$ cat src/rtl/mem_access_unit.sv
// Memory access unit: turns a single-word core request into a req/ack memory
// transaction with a timeout, stalls the core while it is outstanding and
// reports misaligned or timed-out accesses.
module mem_access_unit #(
    parameter int unsigned ADDR_W  = 32,
    parameter int unsigned DATA_W  = 32,
    parameter int unsigned TIMEOUT = 16
) (
    input  logic              clk,
    input  logic              rst,
    input  logic              core_req,
    input  logic              core_we,
    input  logic [ADDR_W-1:0] core_addr,
    input  logic [DATA_W-1:0] core_wdata,
    output logic              core_busy,
    output logic              core_done,
    output logic              core_err,
    output logic [DATA_W-1:0] core_rdata,
    output logic [7:0]        err_count,
    output logic              mem_req,
    output logic              mem_we,
    output logic [ADDR_W-1:0] mem_addr,
    output logic [DATA_W-1:0] mem_wdata,
    input  logic              mem_ack,
    input  logic [DATA_W-1:0] mem_rdata
);

    localparam int unsigned CW = (TIMEOUT > 1) ? $clog2(TIMEOUT) : 1;
    localparam logic [CW-1:0] LAST = CW'(TIMEOUT - 1);

    typedef enum logic [1:0] {
        IDLE,
        REQ,
        RESP
    } state_t;

    state_t        state;
    logic [CW-1:0] counter;
    logic          err_flag;

    assign core_busy = (state == REQ);
    assign core_done = (state == RESP);
    assign core_err  = (state == RESP) && err_flag;

    always_ff @(posedge clk) begin
        if (rst) begin
            state      <= IDLE;
            counter    <= '0;
            err_flag   <= 1'b0;
            mem_req    <= 1'b0;
            mem_we     <= 1'b0;
            mem_addr   <= '0;
            mem_wdata  <= '0;
            core_rdata <= '0;
            err_count  <= '0;
        end else begin
            case (state)
                IDLE: begin
                    if (core_req) begin
                        if (core_addr[1:0] == 2'b00) begin
                            mem_req   <= 1'b1;
                            mem_we    <= core_we;
                            mem_addr  <= core_addr;
                            mem_wdata <= core_wdata;
                            counter   <= '0;
                            err_flag  <= 1'b0;
                            state     <= REQ;
                        end else begin
                            // Misaligned: report immediately, memory is never touched.
                            err_flag <= 1'b1;
                            state    <= RESP;
                        end
                    end
                end
                REQ: begin
                    // Ack is checked first so an ack on the last cycle still succeeds.
                    if (mem_ack) begin
                        if (!mem_we) begin
                            core_rdata <= mem_rdata;
                        end
                        err_flag <= 1'b0;
                        mem_req  <= 1'b0;
                        state    <= RESP;
                    end else if (counter == LAST) begin
                        err_flag <= 1'b1;
                        mem_req  <= 1'b0;
                        state    <= RESP;
                    end else begin
                        counter <= counter + CW'(1);
                    end
                end
                RESP: begin
                    if (err_flag && (err_count != 8'hFF)) begin
                        err_count <= err_count + 8'd1;
                    end
                    state <= IDLE;
                end
                default: begin
                    state <= IDLE;
                end
            endcase
        end
    end

endmodule

$ cat config.mk
export PLATFORM = sky130hd
export DESIGN_NAME = mem_access_unit
export DESIGN_NICKNAME = d
export VERILOG_FILES = /design/src/rtl/mem_access_unit.sv
export SDC_FILE = /design/constraint.sdc
export NUM_CORES = 1
export LEC_CHECK = 0
export BUFFER_PORTS_ARGS = -buffer_cell sky130_fd_sc_hd__buf_2
export CAP_MARGIN = 20
export CORE_MARGIN = 2
export CORE_UTILIZATION = 40
export DETAILED_ROUTE_END_ITERATION = 10
export GPL_TIMING_DRIVEN = 0
export PLACE_DENSITY = 0.81
export SYNTH_ARGS = -nofsm -noshare
export SYNTH_HDL_FRONTEND = slang
export SYNTH_SLANG_ARGS = --single-unit
$ cat constraint.sdc
create_clock -name clk -period 2.1 [get_ports clk]
set_clock_uncertainty 0.15 [all_clocks]
set_input_delay 0.105 -clock clk [delete_from_list [all_inputs] [get_ports clk]]
set_output_delay 0.105 -clock clk [all_outputs]
set_load 0.02 [all_outputs]
After elaboration in Yosys (flattened, before gate mapping)
Index checks and enable logic that the tools add are counted.
{"block": "word_totals", "regBits": 113, "latch_bits": 0, "ramBits": 0, "romBits": 0, "input_bits": 101, "out_inout_bits": 109, "word_cells": 53, "n_memories": 0}
{"block": "op_classes", "n_addsub": 2, "mul": 0, "div": 0, "n_lt_le_gt_ge": 0, "eq_ne": 9, "shifts": 0, "mux": 20, "n_bitwise": 1, "reduce_logical": 12}
{"operator": "$mux W4", "n": 4}
{"operator": "$reduce_and A3 Y1", "n": 3}
{"operator": "$add A8 B1 Y8 const B", "n": 1}
{"operator": "$mux W1", "n": 8}
{"operator": "$mux W2", "n": 4}
{"operator": "$ne A2 B2 Y1 const B", "n": 4}
{"operator": "$ne A8 B8 Y1 const B", "n": 1}
{"operator": "$pmux W4 S2", "n": 1}
{"operator": "$reduce_and A5 Y1", "n": 1}
{"operator": "$add A4 B1 Y4 const B", "n": 1}
{"operator": "$eq A4 B4 Y1 const B", "n": 1}
{"operator": "$logic_not A2 Y1", "n": 2}
{"operator": "$pmux W1 S2", "n": 2}
{"operator": "$pmux W2 S2", "n": 1}
{"operator": "$reduce_and A2 Y1", "n": 2}
{"operator": "$reduce_and A4 Y1", "n": 1}
{"operator": "$ne A3 B1 Y1 const B", "n": 1}
{"operator": "$eq A2 B1 Y1 const B", "n": 1}
{"operator": "$eq A2 B2 Y1 const B", "n": 1}
{"operator": "$logic_and A1 B1 Y1", "n": 2}
{"operator": "$reduce_bool A2 Y1", "n": 1}
{"operator": "$not A1 Y1", "n": 1}

Depth between registers and ports, before layout
Gate-level depths: netlist of the first run.
{"block": "logic_depth", "word_depth": 4, "mapped_depth": 6, "ltp_nobuf": 5}

Worst setup path after synthesis of the first run
No wires, ideal clock.
{"block": "synth_path", "path_type": "register to register", "start": "register err_count[0]", "end": "register err_count[7]", "setup_time_ns": 0.128, "t_arrival_ns": 1.466, "t_required_ns": 1.822, "slack_ns": 0.356, "path_stages_with_launch": 6, "n_path_buf": 0, "synth_period_minus_slack_ns": 1.744, "path_cell_list": "dfxtp_1 ha_1 and3_1 a2111oi_0 xnor2_1 nor2_1"}
{"block": "synth_between", "elab_chain_cells": 3, "elab_cells_between_ends": 4, "classes_between": "add/sub: 1; eq/ne: 1; reduce/logical: 2"}
{"element": "from (decl)", "line": "19", "rtl": "output logic [7:0] err_count,"}
{"element": "from (signal assigned)", "line": "94", "rtl": "err_count <= err_count + 8'd1;"}
{"element": "parallel branches: the longest is 3 deep, another holds $add A8 B1 Y8"}
Several ways; the timed one is not identified.
A chain may end at the register's enable or synchronous reset.

Worst setup path in the final report of the first run
{"block": "layout_path", "start": "register state[1]", "end": "register mem_addr[30]"}
{"block": "layout_between", "elab_chain_cells": 2}
{"element": "from (decl)", "line": "37", "rtl": "state_t state;"}
{"element": "from (signal assigned)", "line": "47", "rtl": "state <= IDLE;"}
{"element": "from (signal assigned)", "line": "67", "rtl": "state <= REQ;"}
{"element": "from (signal assigned)", "line": "71", "rtl": "state <= RESP;"}
{"element": "$logic_not A2 Y1", "line": "57", "rtl": "case (state)"}
{"element": "$reduce_and A3 Y1 (no source line)"}
{"element": "to (signal assigned)", "line": "63", "rtl": "mem_addr <= core_addr;"}
{"element": "to (decl)", "line": "22", "rtl": "output logic [ADDR_W-1:0] mem_addr,"}
No other way between the ends.

==> impl_results.md, run 1 <==
* Ant. Diodes at 0
* Starting DRT DRC Count at 296
* Warnings, synthesis at 0
* Worst hold path type: in -> reg
* Total GRT Usage at 25.7%
* Clk sinks at 113
* First-pass GRT wire length at 22.8 mm
* Sequential-to-total area share from yosys stat at 55.1%
* Power Density at 790 nW/um^2
* Inst Count DP at 848
* IO Count at 210
* F_max at 0.513 GHz
* Outcome: completed
* Hold Path Depth at 3
* Critical path type: reg -> reg
* EDFF count, synth at 0
* Worst-path cell chain: nor4_4 > nand2_1 > clkbuf_1 > nand2_1 > a21oi_1
* Setup TNS at 0 ps
* Post-Syn Nets at 610
* #FFs+latches synth at 113
* Aggregate global routing overflow at 0
* Cell variety after synth at 38
* Unrepaired setup endpoints after global routing: no
* Crit path max-delay cell type: dfxtp_1
* DR WL/cell at 14.7 um
* Residual DRC at 0
* Setup violations, final at 0
* Finished Layout Cells at 980
* Max transition margin at 61.1%
* I/O Buffers at 208
* Root Buffer: clkbuf_8
* Synth top area share at 55.1%
* Vias in the first global route at 4852
* Site Rows at 36
* Max Cap Viol at 0
* Vias at 4714
* Mapped cell area at 4110 um^2
* Final Cycle Share at 92.8%
* CP Launch Type: flop
* Clock Latency Late Sink at 490 ps
* Buf+Inv Stages, Crit Path at 1
* Slew Viols, Final at 0
* Avg Vias per Cell at 4.81
* Hold endpoint: err_count[1]
* Worst setup EP type: flop
* CTS H-tree lvls at 4
* Worst Tran Pin Value at 584 ps
* Cell mode on critical path: nand2_1
* Main synth FF type: dfxtp_1
* Fin crit period at 1950 ps
* Die width at 105 um
* Leak Pwr at 3.10 nW
* Placer congestion estimate at 0.796
* Crit path DAT at 2150 ps
* Drt total wl at 14.4 mm
* Max VDD drop at 0.000497 V
* Worst reg2reg endpoint: mem_addr[30]
* CP required at 2300 ps
* Initial antenna violation count at 0
* Post-synth top area cell: dfxtp_1
* CTS Buf Count at 17
* Initial core utilization at 41.7%
* R2R depth at 5
* Final Hold Vio Count at 0
* Die H at 105 um
* CTS clk-pin slew, worst paths at 60 ps
* CP max stage delay at 400 ps
* Layout Area Growth over Synthesis at 67.8%
* Family with the most delay on the worst path: simple AND/OR/NAND/NOR gates
* Share of layout cells above drive strength 1 at 30.7%
* CTS tree: done
* Synth Instances at 507
* Reg2reg start: state[1]
* Mean Syn Cell Area at 8.10 um^2
* Die area at 11100 um^2
* Clk buf depth at 2
* Hold Startpoint: rst
* CP max FO at 10
* Synth top area cells: dfxtp_1 55%, nand2_1 18%, a21oi_1 12%
* Final Net Count at 939
* Count leader, synth: nand2_1
* Async SR Flop Fraction at 0%
* Synth top cells by count: 194 x nand2_1, 113 x dfxtp_1, 100 x a21oi_1
* DRT Pass-1 Iters at 7
* Reg2reg setup slack at 150 ps
* Largest net degree at the start of global routing at 17
* Post-DP HPWL at 8.34 mm
* Core area at 9860 um^2
* Post-route ant nets at 0
==> stage by stage <==
stage	util (%)	instance area [um^2]	setup slack, ps	hold slack, ps	power (W)
after floorplan	-	4110	356	91.0	0.00248
after global placement	53.9	5320	198	196	0.00267
after detailed placement	53.9	5320	184	200	0.00267
after CTS	69.8	6890	101	36.8	0.00546
after global routing	69.9	6890	16.9	72.4	0.00564
final	69.9	6890	151	58.1	0.00545
==> power by group <==
part	total (W)	switching (W)	internal [W]
sequential	0.00223	0.0000330	0.00220
clock	0.00265	0.000958	0.00169
combinational	0.000565	0.000284	0.000281
total	0.00545	0.00128	0.00417
==> worst reg2reg max path, delay by kind of cell (launching register included) <==
| family | cells | cell delay (ps) |
|---|---|---|
| buf+inv | 1 | 330 |
| flops | 1 | 400 |
| compound gates | 1 | 70 |
| simple gates | 3 | 850 |
==> routing by layer <==
metal / up-vias / GRT usage, % / part of all wire, %
li1: 2329 / - / -
met1: 2116 / 27.1 / 39
met2: 211 / 46.7 / 51
met3: 58 / 6.56 / 5.4
met4: 0 / 13.3 / 4.2
met5: - / 0 / 0
==> area by class of cell <==
class,instances,area (um^2)
fillers,752,2970
multi-input cells,357,1680
repair buffers,310,2060
inverters,4,16.3
flip-flops and latches,113,2260
clock inverters,11,116
clock buffers,19,432
plain buffers,33,158
well taps,133,166
==> placed cells by master, fill, tap and decap left out, types with 4 or more instances in the layout <==
cell           instances
nand2_1              194
buf_4                  6
nor2_1                14
a21oi_1              100
dfxtp_1              112
nand3_1                4
dlygate4sd3_1        102
clkbuf_1              19
buf_2                217
nor3_1                 4
clkinv_2               6
clkbuf_16             16
==> how the worst max path moves through the flow <==
stage	start	end	slack (ps)	cells after the start
2_1_floorplan	err_count[0]	err_count[7]	360	5
3_3_place_gp	state[1]	mem_wdata[26]	200	5
3_5_place_dp	state[1]	mem_addr[30]	180	5
4_1_cts	state[0]	core_rdata[31]	100	5
5_1_grt	state[1]	mem_addr[30]	20	5
6_report	state[1]	mem_addr[30]	150	5
==> state kept, by name, indices dropped and copies added (netlist names) <==
register and count:
mem_req 1, err_count 8, mem_addr 32, core_rdata 32, counter 4, mem_we 1
err_flag 1, state 2, mem_wdata 32
==> logic make-up after synthesis <==
group | share of synthesized area [%]
compound gates | 14.3
xor+xnor | 1.07
fa+ha+maj | 0.609
buf+inv | 4.23
flops | 55.1
mux | 0.731
simple gates | 24.0
==> what timing repair did <==
item,4_1_cts,5_1_grt
buffers inserted,0,0
hold buffers,102,0
setup endpoints to repair,0,2
hold endpoints to repair,102,0
resized for setup,0,2
(Power assumes the default switching activity.)
==> inputs of run 2 (changes only) <==
- HOLD_SLACK_MARGIN: default -> 0.08
==> impl_results.md, run 2 (same netlist as run 1, synthesis figures left out) <==
* Fin crit period at 1930 ps
* Vias in the first global route at 4850
* Crit path max-delay cell type: dlygate4sd3_1
* Setup Buffers After CTS at 0
* Site Rows at 36
* Die area at 11100 um^2
* Die width at 105 um
* Core area at 9860 um^2
* Vias at 4735
* Die H at 105 um
* Filler cells at 749
* Residual DRC at 0
* Ant. Diodes at 0
* CTS H-tree lvls at 4
* Final Hold Vio Count at 0
* Avg Vias per Cell at 4.82
* Hold Startpoint: core_addr[6]
* Aggregate global routing overflow at 0
* Unrepaired setup endpoints after global routing: no
* Buf+Inv Stages, Crit Path at 1
* CP Launch Type: flop
* DR WL/cell at 14.8 um
* First-pass GRT wire length at 23.0 mm
* Reg2reg setup slack at 170 ps
* CP max FO at 6
* CP max stage delay at 560 ps
* Starting DRT DRC Count at 309
* Slew Viols, Final at 0
* CP required at 2320 ps
* Leak Pwr at 3.11 nW
* Total GRT Usage at 26.0%
* Power Density at 788 nW/um^2
* Layout Utilization at 70.2%
* Most frequent cells in the layout: 217 x buf_2, 193 x nand2_1, 112 x dfxtp_1, 104 x dlygate4sd3_1, 100 x a21oi_1
* Worst Tran Pin Value at 585 ps
* Critical path type: reg -> reg
* Clock Latency Late Sink at 490 ps
* Worst reg2reg endpoint: state[0]
* R2R depth at 5
* Drt total wl at 14.6 mm
* Largest net degree at the start of global routing at 17
* Placer congestion estimate at 0.796
* CTS tree: done
* Setup TNS at 0 ps
* Root Buffer: clkbuf_8
* Most common cell after layout, fill and taps aside: buf_2
* Post-route ant nets at 0
* Top Registers: core_rdata x32, mem_addr x32, mem_wdata x32
* Final Cycle Share at 92.0%
* Post-DP HPWL at 8.34 mm
* F_max at 0.517 GHz
* Reg2reg start: counter[0]
* Area occupied by multi-input gates at 1690 um^2
* Layout Area Growth over Synthesis at 68.4%
* Initial antenna violation count at 0
* Crit path DAT at 2150 ps
* Max VDD drop at 0.000492 V
* IO Count at 210
* CTS clk-pin slew, worst paths at 50 ps
* Register area at 2260 um^2
* Initial core utilization at 41.7%
* Clk sinks at 113
* Clk buf depth at 2
* Worst setup EP type: flop
* Setup violations, final at 0
* Share of layout cells above drive strength 1 at 30.9%
* Max transition margin at 61.0%
* CTS Buf Count at 17
* CP endpoint: state[0]
* Family with the most delay on the worst path: buffers and inverters
* DRT Pass-1 Iters at 6
* Total power at 0.00545 W
* Final Net Count at 941
* Worst path depth at 5
* Worst-path cell chain: ha_1 > nand3_1 > a22oi_2 > nor2_1 > dlygate4sd3_1
* Outcome: completed
* Max Cap Viol at 0
* I/O Buffers at 208
* Crit path from: counter[0]
* Worst hold path type: in -> reg
[run 2: cell count changes in the layout (fill, tap and decap cells not counted), sizes merged]
cell | previous run | this run
dlygate4sd3 | 102 | 104
[run 2: how the worst min path moves through the flow]
stage                                end  slack, ps  cells after the start
final                        mem_addr[6]        250                      4
after global routing        mem_wdata[6]        240                      4
after CTS                    mem_addr[6]        220                      4
after detailed placement     mem_addr[8]        200                      3
after global placement      mem_addr[31]        200                      3
after floorplan           core_rdata[22]         90                      2
[run 2: area by class of cell]
type / count / share of cell area (%)
inverter: 4 / 0.235
sequential: 113 / 32.7
clock buffer: 19 / 6.24
buffer: 33 / 2.28
tap: 133 / 2.40
timing repair buffer: 312 / 30.1
multi-input combinational: 357 / 24.4
clock inverter: 11 / 1.68
[run 2: metal layers]
layer	routed length, um	track usage [%]
met3	753	6.49
met4	591	12.9
met5	0	0
met1	5670	27.3
met2	7530	48.0
[run 2: where the power goes]
group / switching, W / internal [W] / leakage (nW) / total [W]
sequential: 0.0000337 / 0.00220 / 0.915 / 0.00223
clock: 0.000959 / 0.00169 / 0.265 / 0.00265
combinational: 0.000286 / 0.000284 / 1.93 / 0.000570
[run 2: worst register-to-register path: stages (launching register included)]
cell and delay (ps):
dfxtp_1 380, ha_1 220, nand3_1 130, a22oi_2 310, nor2_1 70, dlygate4sd3_1 560
[run 2: what timing repair did]
| item | CTS | global route |
|---|---|---|
| resized for setup | 0 | 4 |
| hold buffers | 104 | 0 |
| endpoints found under the hold margin | 111 | 0 |
| setup endpoints to repair | 0 | 3 |
[run 2: metrics by stage]
step	std cells	instance area (um^2)	setup slack, ps	hold WS, ps
3_3_place_gp	848	5320	198	196
5_1_grt	982	6920	40.0	238
4_1_cts	982	6910	27.9	220
3_5_place_dp	848	5320	184	200
2_1_floorplan	507	4110	356	91.0
6_report	982	6920	167	252
==> inputs of run 3 (changes only) <==
- CORE_UTILIZATION: 40 -> 45
- PLACE_DENSITY: 0.81 -> 0.88
==> impl_results.md, run 3 (same netlist as run 1, synthesis figures left out) <==
* Layout Area Growth over Synthesis at 67.7%
* Final Cycle Share at 97.7%
* DR WL/cell at 15.6 um
* Vias in the first global route at 5031
* Crit path from: counter[0]
* Hold Startpoint: core_wdata[29]
* Clock Latency Late Sink at 500 ps
* Worst setup EP type: flop
* Clk buf depth at 2
* Final Hold Vio Count at 0
* Root Buffer: clkbuf_8
* Worst Tran Pin Value at 588 ps
* CP required at 2340 ps
* Setup violations, final at 0
* Total GRT Usage at 29.8%
* Die area at 9910 um^2
* Starting DRT DRC Count at 206
* CTS H-tree lvls at 4
* Initial antenna violation count at 0
* Max Cap Viol at 0
* Crit path DAT at 2290 ps
* Site Rows at 34
* Post-DP HPWL at 8.62 mm
* Critical path type: reg -> reg
* F_max at 0.487 GHz
* Outcome: completed
* Worst hold path type: in -> reg
* Largest net degree at the start of global routing at 17
* First-pass GRT wire length at 23.3 mm
* Setup Buffers After CTS at 0
* CTS tree: done
* Most frequent cells in the layout: 217 x buf_2, 194 x nand2_1, 112 x dfxtp_1, 104 x dlygate4sd3_1, 100 x a21oi_1
* Most common cell after layout, fill and taps aside: buf_2
* Slew Viols, Final at 0
* Post-route ant nets at 0
* DRT Pass-1 Iters at 5
* Die width at 99.6 um
* Vias at 4964
* Fin crit period at 2050 ps
* Aggregate global routing overflow at 0
* Layout Utilization at 78.3%
* Reg2reg start: counter[0]
* Power Density at 800 nW/um^2
* Final Net Count at 941
* Max transition margin at 60.8%
* Top Registers: core_rdata x32, mem_addr x32, mem_wdata x32
* Die H at 99.6 um
* Max VDD drop at 0.000510 V
* CTS Buf Count at 17
* Share of layout cells above drive strength 1 at 30.7%
* Avg Vias per Cell at 5.17
* Residual DRC at 0
* Core area at 8810 um^2
* Clk sinks at 113
* IO Count at 210
* Initial core utilization at 46.7%
* Drt total wl at 14.9 mm
* I/O Buffers at 208
* Unrepaired setup endpoints after global routing: yes
* Placer congestion estimate at 0.845
* Setup TNS at 0 ps
* CP max FO at 6
* CTS clk-pin slew, worst paths at 60 ps
* Leak Pwr at 3.12 nW
* CP Launch Type: flop
* Reg2reg setup slack at 50 ps
-- run 3: changes by cell type in the layout (fill, tap and decap cells not counted) --
| cell | delta |
|---|---|
| a22oi_1 | +1 |
| a22oi_2 | -1 |
| clkbuf_1 | +1 |
| clkbuf_8 | +1 |
| clkinv_2 | +1 |
| clkinv_4 | -1 |
| diode_2 | +1 |
| nand2_1 | +1 |
| nand2_2 | -1 |
| nor3_2 | +1 |
| nor3_4 | -1 |
-- run 3: stage by stage --
stage / hold WS [ps] / std cells / setup WS (ps) / cell area [um^2] / power, W
6_report: 232 / 960 / 48.5 / 6890 / 0.00551
2_1_floorplan: 91.0 / 507 / 356 / 4110 / 0.00248
5_1_grt: 237 / 959 / -47.2 / 6890 / 0.00569
4_1_cts: 214 / 959 / 79.7 / 6890 / 0.00551
3_3_place_gp: 195 / 823 / 247 / 5290 / 0.00266
3_5_place_dp: 202 / 823 / 176 / 5290 / 0.00267
-- run 3: per-layer routing --
layer	track usage (%)	share of wire (%)	up-vias	wire length, um
met3	6.32	5.8	77	874
met2	53.4	52	253	7730
met5	0	0	-	0
met1	30.7	37	2299	5500
li1	-	-	2335	-
met4	21.2	5.6	0	839
-- run 3: what timing repair did --
| action | in CTS | in global routing |
|---|---|---|
| hold endpoints to repair | 111 | 0 |
| resized for setup | 0 | 1 |
| setup endpoints to repair | 0 | 15 |
| hold buffers | 104 | 0 |
-- run 3: area by class of cell --
cell class              count  area [um^2]
repair buffers            312         2080
diodes                      1         2.50
inverters                   4         16.3
flip-flops and latches    113         2260
multi-input cells         357         1670
clock buffers              21          449
fillers                   548         1910
clock inverters            11          113
plain buffers              33          158
well taps                 108          135
-- run 3: final timing paths --
kind	cells after the start	to
worst max-delay path	5	state[0]
worst min-delay path	4	mem_wdata[29]
worst max register to register	5	state[0]
worst min register to register	2	core_rdata[3]
-- run 3: power by group --
part / switching, W / internal, W
registers: 0.0000348 / 0.00220
clock network: 0.000975 / 0.00173
logic: 0.000287 / 0.000283
-- run 3: worst max-delay path, stage by stage (launching register included) --
cell and delay, ps:
dfxtp_1 370, ha_1 220, nand3_1 120, a22oi_1 440, nor2_1 80, dlygate4sd3_1 560
